===== config.mk =====
export PLATFORM = sky130hd
export DESIGN_NAME = nspi_frame_scheduler_flat
export DESIGN_NICKNAME = d
export VERILOG_FILES = /design/src/rtl/nspi_frame_scheduler_if.sv /design/src/rtl/nspi_frame_scheduler.sv /design/src/flat_wrapper.sv
export SDC_FILE = /design/constraint.sdc
export NUM_CORES = 1
export LEC_CHECK = 0
export ABC_AREA = 1
export CAP_MARGIN = 20
export CORE_MARGIN = 4
export CORE_UTILIZATION = 45
export DETAILED_ROUTE_END_ITERATION = 6
export DONT_BUFFER_PORTS = 1
export RECOVER_POWER = 100
export SETUP_SLACK_MARGIN = 0.02
export SLEW_MARGIN = 20
export SYNTH_ARGS = -nofsm -noshare
export SYNTH_HDL_FRONTEND = slang
export SYNTH_SLANG_ARGS = --single-unit

===== constraint.sdc =====
create_clock -name clk -period 3.49 [get_ports clk]
set_clock_uncertainty 0.2 [all_clocks]
set_input_delay 1.047 -clock clk [delete_from_list [all_inputs] [get_ports clk]]
set_output_delay 1.047 -clock clk [all_outputs]
set_load 0.02 [all_outputs]

===== src/rtl/nspi_frame_scheduler_if.sv =====
`default_nettype none
// ============================================================================
//  Module      : nspi_frame_scheduler_if
//  Description : Frame-buffer read port and nspi_tx handshake bundle used by
//                nspi_frame_scheduler. master = scheduler side, slave = the
//                buffer / transmitter side.
//  Revision    : 1.0 - initial release
// ============================================================================
interface nspi_frame_scheduler_if #(
    parameter int CHANNEL_NUMBER  = 3,
    parameter int SPI_SIZE        = 8,
    parameter int WORDS_PER_FRAME = 128
);
    localparam int ADDR_W = $clog2(WORDS_PER_FRAME);
    localparam int DATA_W = CHANNEL_NUMBER * SPI_SIZE;

    // Frame buffer synchronous read port
    logic              rd_en;
    logic [ADDR_W-1:0] rd_addr;
    logic [DATA_W-1:0] rd_data;

    // nspi_tx load/start/finish handshake
    logic [DATA_W-1:0] tx_data;
    logic              tx_start;
    logic              tx_finish;

    modport master (
        output rd_en, rd_addr, tx_data, tx_start,
        input  rd_data, tx_finish
    );

    modport slave (
        input  rd_en, rd_addr, tx_data, tx_start,
        output rd_data, tx_finish
    );
endinterface
`default_nettype wire


===== src/rtl/nspi_frame_scheduler.sv =====
`default_nettype none
// ============================================================================
//  Module      : nspi_frame_scheduler
//  Description : Walks one nspi_tx instance through a full LED-matrix frame:
//                fetch word, load, pulse start, wait for the finish handshake,
//                repeat for WORDS_PER_FRAME words. Queues one extra frame
//                request, flags overrun and handshake timeouts.
//  Options     : NSPI_SCHED_LATCH_EN - adds a LATCH state driving a row latch
//                pulse of LATCH_CYCLES cycles after the last word.
//  Revision    : 1.0 - initial release
// ============================================================================
module nspi_frame_scheduler #(
    parameter int CHANNEL_NUMBER  = 3,
    parameter int SPI_SIZE        = 8,
    parameter int WORDS_PER_FRAME = 128,
    parameter int TIMEOUT_CYCLES  = 64,
    parameter int LATCH_CYCLES    = 4
) (
    input  wire                    clk,
    input  wire                    rst,
    input  wire                    frame_start_i,
    input  wire                    err_clr_i,
    nspi_frame_scheduler_if.master bus,
    output logic                   busy_o,
    output logic                   frame_done_o,
    output logic                   overrun_o,
    output logic                   timeout_err_o,
    output logic                   latch_o
);
    localparam int ADDR_W  = $clog2(WORDS_PER_FRAME);
    localparam int DATA_W  = CHANNEL_NUMBER * SPI_SIZE;
    localparam int CNT_MAX = (TIMEOUT_CYCLES > LATCH_CYCLES) ? TIMEOUT_CYCLES : LATCH_CYCLES;
    localparam int CNT_W   = $clog2(CNT_MAX + 1);

    localparam logic [ADDR_W-1:0] LAST_WORD = ADDR_W'(WORDS_PER_FRAME - 1);
    localparam logic [CNT_W-1:0]  TMO_LAST  = CNT_W'(TIMEOUT_CYCLES - 1);
`ifdef NSPI_SCHED_LATCH_EN
    localparam logic [CNT_W-1:0]  LATCH_LAST = CNT_W'(LATCH_CYCLES - 1);
`endif

    typedef enum logic [2:0] {
        S_IDLE      = 3'd0,
        S_FETCH     = 3'd1,
        S_LOAD      = 3'd2,
        S_START     = 3'd3,
        S_WAIT_BUSY = 3'd4,
        S_WAIT_DONE = 3'd5
`ifdef NSPI_SCHED_LATCH_EN
        ,
        S_LATCH     = 3'd6
`endif
    } state_t;

    state_t            state_q, state_d;
    logic [ADDR_W-1:0] word_q, word_d;
    logic [CNT_W-1:0]  cnt_q, cnt_d;      // handshake timeout / latch width counter
    logic              pend_q, pend_d;
    logic [DATA_W-1:0] tx_data_q, tx_data_d;
    logic              done_q, done_d;
    logic              overrun_q, overrun_d;
    logic              timeout_q, timeout_d;

    // Sequencer next-state, frame queueing and sticky error flags
    always_comb begin
        logic ovr_evt;
        logic tmo_evt;
        state_d   = state_q;
        word_d    = word_q;
        cnt_d     = cnt_q;
        pend_d    = pend_q;
        tx_data_d = tx_data_q;
        done_d    = 1'b0;
        ovr_evt   = 1'b0;
        tmo_evt   = 1'b0;

        case (state_q)
            S_IDLE: begin
                // A request arriving with one already queued collapses into a single frame
                if (frame_start_i || pend_q) begin
                    state_d = S_FETCH;
                    word_d  = '0;
                    pend_d  = 1'b0;
                end
            end
            S_FETCH: state_d = S_LOAD;
            S_LOAD: begin
                tx_data_d = bus.rd_data;
                state_d   = S_START;
            end
            S_START: begin
                cnt_d   = '0;
                state_d = S_WAIT_BUSY;
            end
            S_WAIT_BUSY: begin
                if (!bus.tx_finish) begin
                    cnt_d   = '0;
                    state_d = S_WAIT_DONE;
                end else if (cnt_q == TMO_LAST) begin
                    tmo_evt = 1'b1;
                    state_d = S_IDLE;
                end else begin
                    cnt_d = cnt_q + CNT_W'(1);
                end
            end
            S_WAIT_DONE: begin
                if (bus.tx_finish) begin
                    if (word_q != LAST_WORD) begin
                        word_d  = word_q + ADDR_W'(1);
                        state_d = S_FETCH;
                    end else begin
`ifdef NSPI_SCHED_LATCH_EN
                        cnt_d   = '0;
                        state_d = S_LATCH;
`else
                        done_d  = 1'b1;
                        state_d = S_IDLE;
`endif
                    end
                end else if (cnt_q == TMO_LAST) begin
                    tmo_evt = 1'b1;
                    state_d = S_IDLE;
                end else begin
                    cnt_d = cnt_q + CNT_W'(1);
                end
            end
`ifdef NSPI_SCHED_LATCH_EN
            S_LATCH: begin
                if (cnt_q == LATCH_LAST) begin
                    done_d  = 1'b1;
                    state_d = S_IDLE;
                end else begin
                    cnt_d = cnt_q + CNT_W'(1);
                end
            end
`endif
            default: state_d = S_IDLE;
        endcase

        // Requests while busy: first one is queued, any further one is an overrun
        if (state_q != S_IDLE && frame_start_i) begin
            if (!pend_q) pend_d  = 1'b1;
            else         ovr_evt = 1'b1;
        end

        // A new error event beats a simultaneous clear
        overrun_d = ovr_evt ? 1'b1 : (err_clr_i ? 1'b0 : overrun_q);
        timeout_d = tmo_evt ? 1'b1 : (err_clr_i ? 1'b0 : timeout_q);
    end

    // State and datapath registers; reset aborts any frame immediately
    always_ff @(posedge clk or posedge rst) begin
        if (rst) begin
            state_q   <= S_IDLE;
            word_q    <= '0;
            cnt_q     <= '0;
            pend_q    <= 1'b0;
            tx_data_q <= '0;
            done_q    <= 1'b0;
            overrun_q <= 1'b0;
            timeout_q <= 1'b0;
        end else begin
            state_q   <= state_d;
            word_q    <= word_d;
            cnt_q     <= cnt_d;
            pend_q    <= pend_d;
            tx_data_q <= tx_data_d;
            done_q    <= done_d;
            overrun_q <= overrun_d;
            timeout_q <= timeout_d;
        end
    end

    assign bus.rd_en    = (state_q == S_FETCH);
    assign bus.rd_addr  = word_q;
    assign bus.tx_data  = tx_data_q;
    assign bus.tx_start = (state_q == S_START);
    assign busy_o        = (state_q != S_IDLE);
    assign frame_done_o  = done_q;
    assign overrun_o     = overrun_q;
    assign timeout_err_o = timeout_q;
`ifdef NSPI_SCHED_LATCH_EN
    assign latch_o       = (state_q == S_LATCH);
`else
    assign latch_o       = 1'b0;
`endif
endmodule
`default_nettype wire


===== src/flat_wrapper.sv =====
// flat-port wrapper written by rule: the top's interface ports become plain ports
module nspi_frame_scheduler_flat 
#(
    parameter int CHANNEL_NUMBER  = 3,
    parameter int SPI_SIZE        = 8,
    parameter int WORDS_PER_FRAME = 128,
    parameter int TIMEOUT_CYCLES  = 64,
    parameter int LATCH_CYCLES    = 4
)
  (clk, rst, frame_start_i, err_clr_i, busy_o, frame_done_o, overrun_o, timeout_err_o, latch_o, bus_rd_en, bus_rd_addr, bus_tx_data, bus_tx_start, bus_rd_data, bus_tx_finish);
  nspi_frame_scheduler_if #(.CHANNEL_NUMBER(CHANNEL_NUMBER), .SPI_SIZE(SPI_SIZE), .WORDS_PER_FRAME(WORDS_PER_FRAME)) bus_i ();
  input  wire clk;
  input  wire rst;
  input  wire frame_start_i;
  input  wire err_clr_i;
  output logic busy_o;
  output logic frame_done_o;
  output logic overrun_o;
  output logic timeout_err_o;
  output logic latch_o;
  output wire logic [$bits(bus_i.rd_en)-1:0] bus_rd_en;
  output wire logic [$bits(bus_i.rd_addr)-1:0] bus_rd_addr;
  output wire logic [$bits(bus_i.tx_data)-1:0] bus_tx_data;
  output wire logic [$bits(bus_i.tx_start)-1:0] bus_tx_start;
  input wire logic [$bits(bus_i.rd_data)-1:0] bus_rd_data;
  input wire logic [$bits(bus_i.tx_finish)-1:0] bus_tx_finish;
  assign bus_rd_en = bus_i.rd_en;
  assign bus_rd_addr = bus_i.rd_addr;
  assign bus_tx_data = bus_i.tx_data;
  assign bus_tx_start = bus_i.tx_start;
  assign bus_i.rd_data = bus_rd_data;
  assign bus_i.tx_finish = bus_tx_finish;
  nspi_frame_scheduler #(.CHANNEL_NUMBER(CHANNEL_NUMBER), .SPI_SIZE(SPI_SIZE), .WORDS_PER_FRAME(WORDS_PER_FRAME), .TIMEOUT_CYCLES(TIMEOUT_CYCLES), .LATCH_CYCLES(LATCH_CYCLES)) u_core (.clk(clk), .rst(rst), .frame_start_i(frame_start_i), .err_clr_i(err_clr_i), .bus(bus_i), .busy_o(busy_o), .frame_done_o(frame_done_o), .overrun_o(overrun_o), .timeout_err_o(timeout_err_o), .latch_o(latch_o));
endmodule

**Word-level counts from Yosys, hierarchy flattened**

Index checks and enable logic that the tools add are counted.

- Bits in registers: 45
- Word-level logic and storage cells: 61
- Input port bits: 29
- Output and inout bits: 38

- $add $sub $neg: 2
- Reduce and logical (&&, ||, !) cells: 10
- Multiplexer cells: 30
- Equal/unequal tests: 11

Operators with widths:

| operator | count |
|---|---|
| $mux W7 | 6 |
| $pmux W7 S3 | 1 |
| $pmux W3 S6 | 1 |
| $mux W1 | 16 |
| $add A7 B1 Y7 const B | 2 |
| $pmux W7 S2 | 1 |
| $mux W3 | 4 |
| $eq A7 B6 Y1 const B | 1 |
| $ne A7 B7 Y1 const B | 1 |
| $eq A3 B2 Y1 const B | 2 |
| $eq A3 B3 Y1 const B | 2 |
| $reduce_bool A2 Y1 | 3 |
| $reduce_bool A3 Y1 | 2 |
| $ne A2 B1 Y1 const B | 2 |
| $ne A2 B2 Y1 const B | 2 |
| $reduce_and A4 Y1 | 1 |
| $eq A3 B1 Y1 const B | 1 |
| $logic_not A3 Y1 | 1 |
| $pmux W1 S2 | 1 |
| $reduce_and A2 Y1 | 1 |
| $logic_and A1 B1 Y1 | 1 |
| $logic_or A1 B1 Y1 | 1 |

**Longest topological paths before layout**

- Word-level depth: 5
- Mapped depth: 9
- Gate-level depth less buffers: 9

**Worst setup path after synthesis**

No wires, ideal clock.

- Path kind: reg-to-output
- Start: reg u_core.state_q[0]
- End: out bus_rd_en
- Required time: 2243 ps
- Data arrival time: 1033 ps
- Cell stages (with the launch flop): 3
- Path slack: 1210 ps
- Buffers on the path: 0
- Cells stage by stage: dfrtp_1 -> inv_1 -> nor3_1

- Word-level cells in the longest chain between the ends: 1

Ends and longest elaborated chain:

| what | RTL line | source |
|---|---|---|
| start: declaration | nspi_frame_scheduler.sv:54 | `state_t state_q, state_d;` |
| start signal: assignment | nspi_frame_scheduler.sv:162 | `state_q <= state_d;` |
| $eq A3 B1 Y1 | nspi_frame_scheduler.sv:173 | `assign bus.rd_en = (state_q == S_FETCH);` |
| end: declaration | flat_wrapper.sv:21 | `output wire logic [$bits(bus_i.rd_en)-1:0] bus_rd_en;` |

No other way between the ends.

**Final worst setup path**

Same ends and word-level chain as after synthesis.

==> results.txt <==
crit-path cells - inv_1 > nor3_1
YS warnings - 0
Crit Path Max Fanout - 6
Power Density - 881.3 nW/um2
clk_lat worst skew - 0.30 ns
DPL Wire Length - 3023 um
leakage - 1.106 nW
Post-Layout Cell Count - 295
Synth Area in Compound Gates - 4.404%
max cap viols - 1
ys flop type - dfrtp_1
via count - 1446
Residual DRC - 0
Fillers - 499
Chip Width - 78.17 um
Tightest Pin Transition - 1.637 ns
Post-DRT Antenna Nets - 0
RSZ-0062 raised after global routing - no
final slew viol count - 46
Syn Area/Cell - 9.937 um2
simple-gate share of the synthesized area - 21.68%
Max clock buf depth - 2
largest family of logic cells by synthesized area - simple AND/OR/NAND/NOR gates
fraction of layout cells with a size suffix above 1 - 7.895%
Die ar. - 6111 um2
setup TNS - 0 ns
XOR/XNOR Fraction of Synth Area - 0.7905%
CP required - 2.24 ns
Root Buffer - clkbuf_8
CP Data Arrival Time - 1.42 ns
final worst path period need - 2.664 ns
endpoint class of the critical path - output pin
post_cts resized - 0
Placed Cells - 287
slowest CP cell - nor3_1
status - finished, violations left
clock-pin slew on the worst setup and hold paths - 0.09 ns
Avg Vias per Cell - 4.902
Seq cells post-synth - 45
1st-iter DRT viols - 64
total grt overflow - 0
total power - 1.999 mW
largest net degree at the start of global routing - 46
Routed WL - 4125 um
Pre-antenna DRT Iters - 4
worst hold path type - reg2reg
Synth Cell Area - 2216 um2
Synth async-reset ratio - 100.0%
clock sink count - 45
post-CTS setup buffers - 0
Post-Synth Adder-Cell Area - 1.129%
vias in the first global route - 1492
Mapped Nets - 254
relative slew slack - -9.279%
Final Hold Vio Count - 0
Post-synth EDFFs - 0
setup violators final - 0
Top Ports - 67
multiplexer area fraction after synthesis - 15.42%
CTS Buf Count - 5
first-pass GRT wire length - 7051 um
Unique masters post-synth - 28
CP Class - reg2out
failing checks - capacitance limit, slew limit
CTS tree - built
drt wl/cell - 13.98 um
hold slack - 0.3313 ns
Critical Path Max Stage Delay - 0.61 ns
worst vdd ir - 0.4634 mV
synthesized instance count - 223
Port Buffers - 0
Final Cycle Share - 76.32%
total core area - 4755 um2
initial core utilization - 46.61%
initial antenna violation count - 0
# hold bufs at CTS - 0
Seq/Total Area, Yosys - 50.82%
Die H - 78.17 um
GPL Wtd Cong - 0.8110
CTS H-tree lvls - 2
fin nets - 258
Critical Path Start Type - flip-flop
Fmax - 375.4 MHz
Row Count - 25
GRT Resource Usage Total - 14.53%
Syn-to-layout area delta - 2.372%
# diodes - 0
## cell type report
class                           instances  area [um2]  share of cell area (%)
Clock inverter                          3       47.55                   2.096
Clock buffer                            5       68.82                   3.034
Inverter                               25       93.84                   4.137
Multi-Input combinational cell        150       848.3                   37.40
Tap cell                               67       83.83                   3.696
Sequential cell                        45        1126                   49.64
## worst max-delay path: cells and delay by family, from the launching register on
kind | cells | cell delay, ns
simple gates | 1 | 0.61
flops | 1 | 0.44
buf+inv | 1 | 0.08
## metal layers
layer / vias to the layer above / share of wire [%] / global-route usage (%)
met5: - / 0 / 0
met1: 670 / 45 / 17.46
li1: 725 / - / -
met3: 2 / 8.4 / 6.193
met4: 0 / 0.73 / 4.196
met2: 49 / 46 / 23.80
## logic make-up after synthesis
kind of cell,count (synthesis)
AO/OA/AOI/OAI,18
XOR/XNOR,2
adder cells (fa/ha/maj),2
buffers and inverters,28
flip-flops,45
multiplexers,24
other,1
AND/OR/NAND/NOR,103
## where the power goes
group          switching [mW]  total, mW  internal, mW
clock network           0.188      0.407         0.219
registers               0.347       1.06         0.715
logic                   0.312      0.530         0.218
total                   0.848       2.00          1.15
## path summary, 6_finish.rpt
| kind | start | end | slack (ns) | depth (start not counted) |
|---|---|---|---|---|
| min reg2reg | u_core.cnt_q[6]$_DFFE_PP0P_ | u_core.cnt_q[6]$_DFFE_PP0P_ | 0.33 | 2 |
| max in group asynchronous | rst | u_core.bus.rd_addr[1]$_DFFE_PP0P_ | 1.19 | 1 |
| min | u_core.cnt_q[6]$_DFFE_PP0P_ | u_core.cnt_q[6]$_DFFE_PP0P_ | 0.33 | 2 |
| max | u_core.state_q[0]$_DFFE_PP0P_ | bus_rd_en | 0.83 | 2 |
| max reg2reg | u_core.state_q[2]$_DFFE_PP0P_ | u_core.bus.tx_data[23]$_DFFE_PP0P_ | 1.10 | 3 |
| min in group asynchronous | rst | u_core.overrun_o$_DFFE_PP0P_ | 0.94 | 1 |
## synthesized netlist by cell type (2+ instances only)
library cell / number / share of area (%)
nor2_2: 2 / 0.56
nor3_1: 4 / 0.90
inv_2: 4 / 0.68
nor2_1: 20 / 3.4
xor2_1: 2 / 0.79
nand3_1: 14 / 3.2
a21oi_1: 5 / 1.1
nand2_1: 53 / 9.0
buf_6: 2 / 1.0
mux2_4: 19 / 13
dfrtp_1: 45 / 51
ha_1: 2 / 1.1
o21ai_0: 7 / 1.6
o21ai_1: 4 / 0.90
nand2_4: 3 / 1.5
inv_1: 21 / 3.6
mux2_2: 5 / 2.5
## metrics by stage
stage	setup slack (ns)	area [um2]	utilization [%]
floorplan	1.184	2216	-
global placement	1.086	2270	47.74
detailed placement	1.072	2270	47.74
CTS	0.7362	2386	50.18
global route	0.6923	2268	47.71
finish	0.8265	2268	47.71
## registers in the layout, summed over array words and instances (netlist names)
| name | flops |
|---|---|
| u_core.bus.tx_data | 24 |
| u_core.bus.rd_addr | 7 |
| u_core.cnt_q | 7 |
| u_core.state_q | 3 |
| u_core.frame_done_o | 1 |
| u_core.overrun_o | 1 |
| u_core.pend_q | 1 |
| u_core.timeout_err_o | 1 |
## cell usage in the layout (no fill, tap or decap)
cell        n
ha_1        2
conb_1      1
nand2_1    55
xor2_1      2
mux2_1     19
nand3_1    16
a32o_1      1
clkbuf_8    5
a21oi_1     5
o21bai_1    1
nand2_4     1
inv_2       1
o21ai_0     9
nand4_1     1
nor3_1      5
nor2_1     21
nor2_2      1
nand2_2     1
dfrtp_1    45
nand3b_1    1
bufinv_16   1
mux2_2      5
o21ai_1     2
inv_1      24
inv_6       2
or2_2       1
Power figures use the tool's default switching activity.
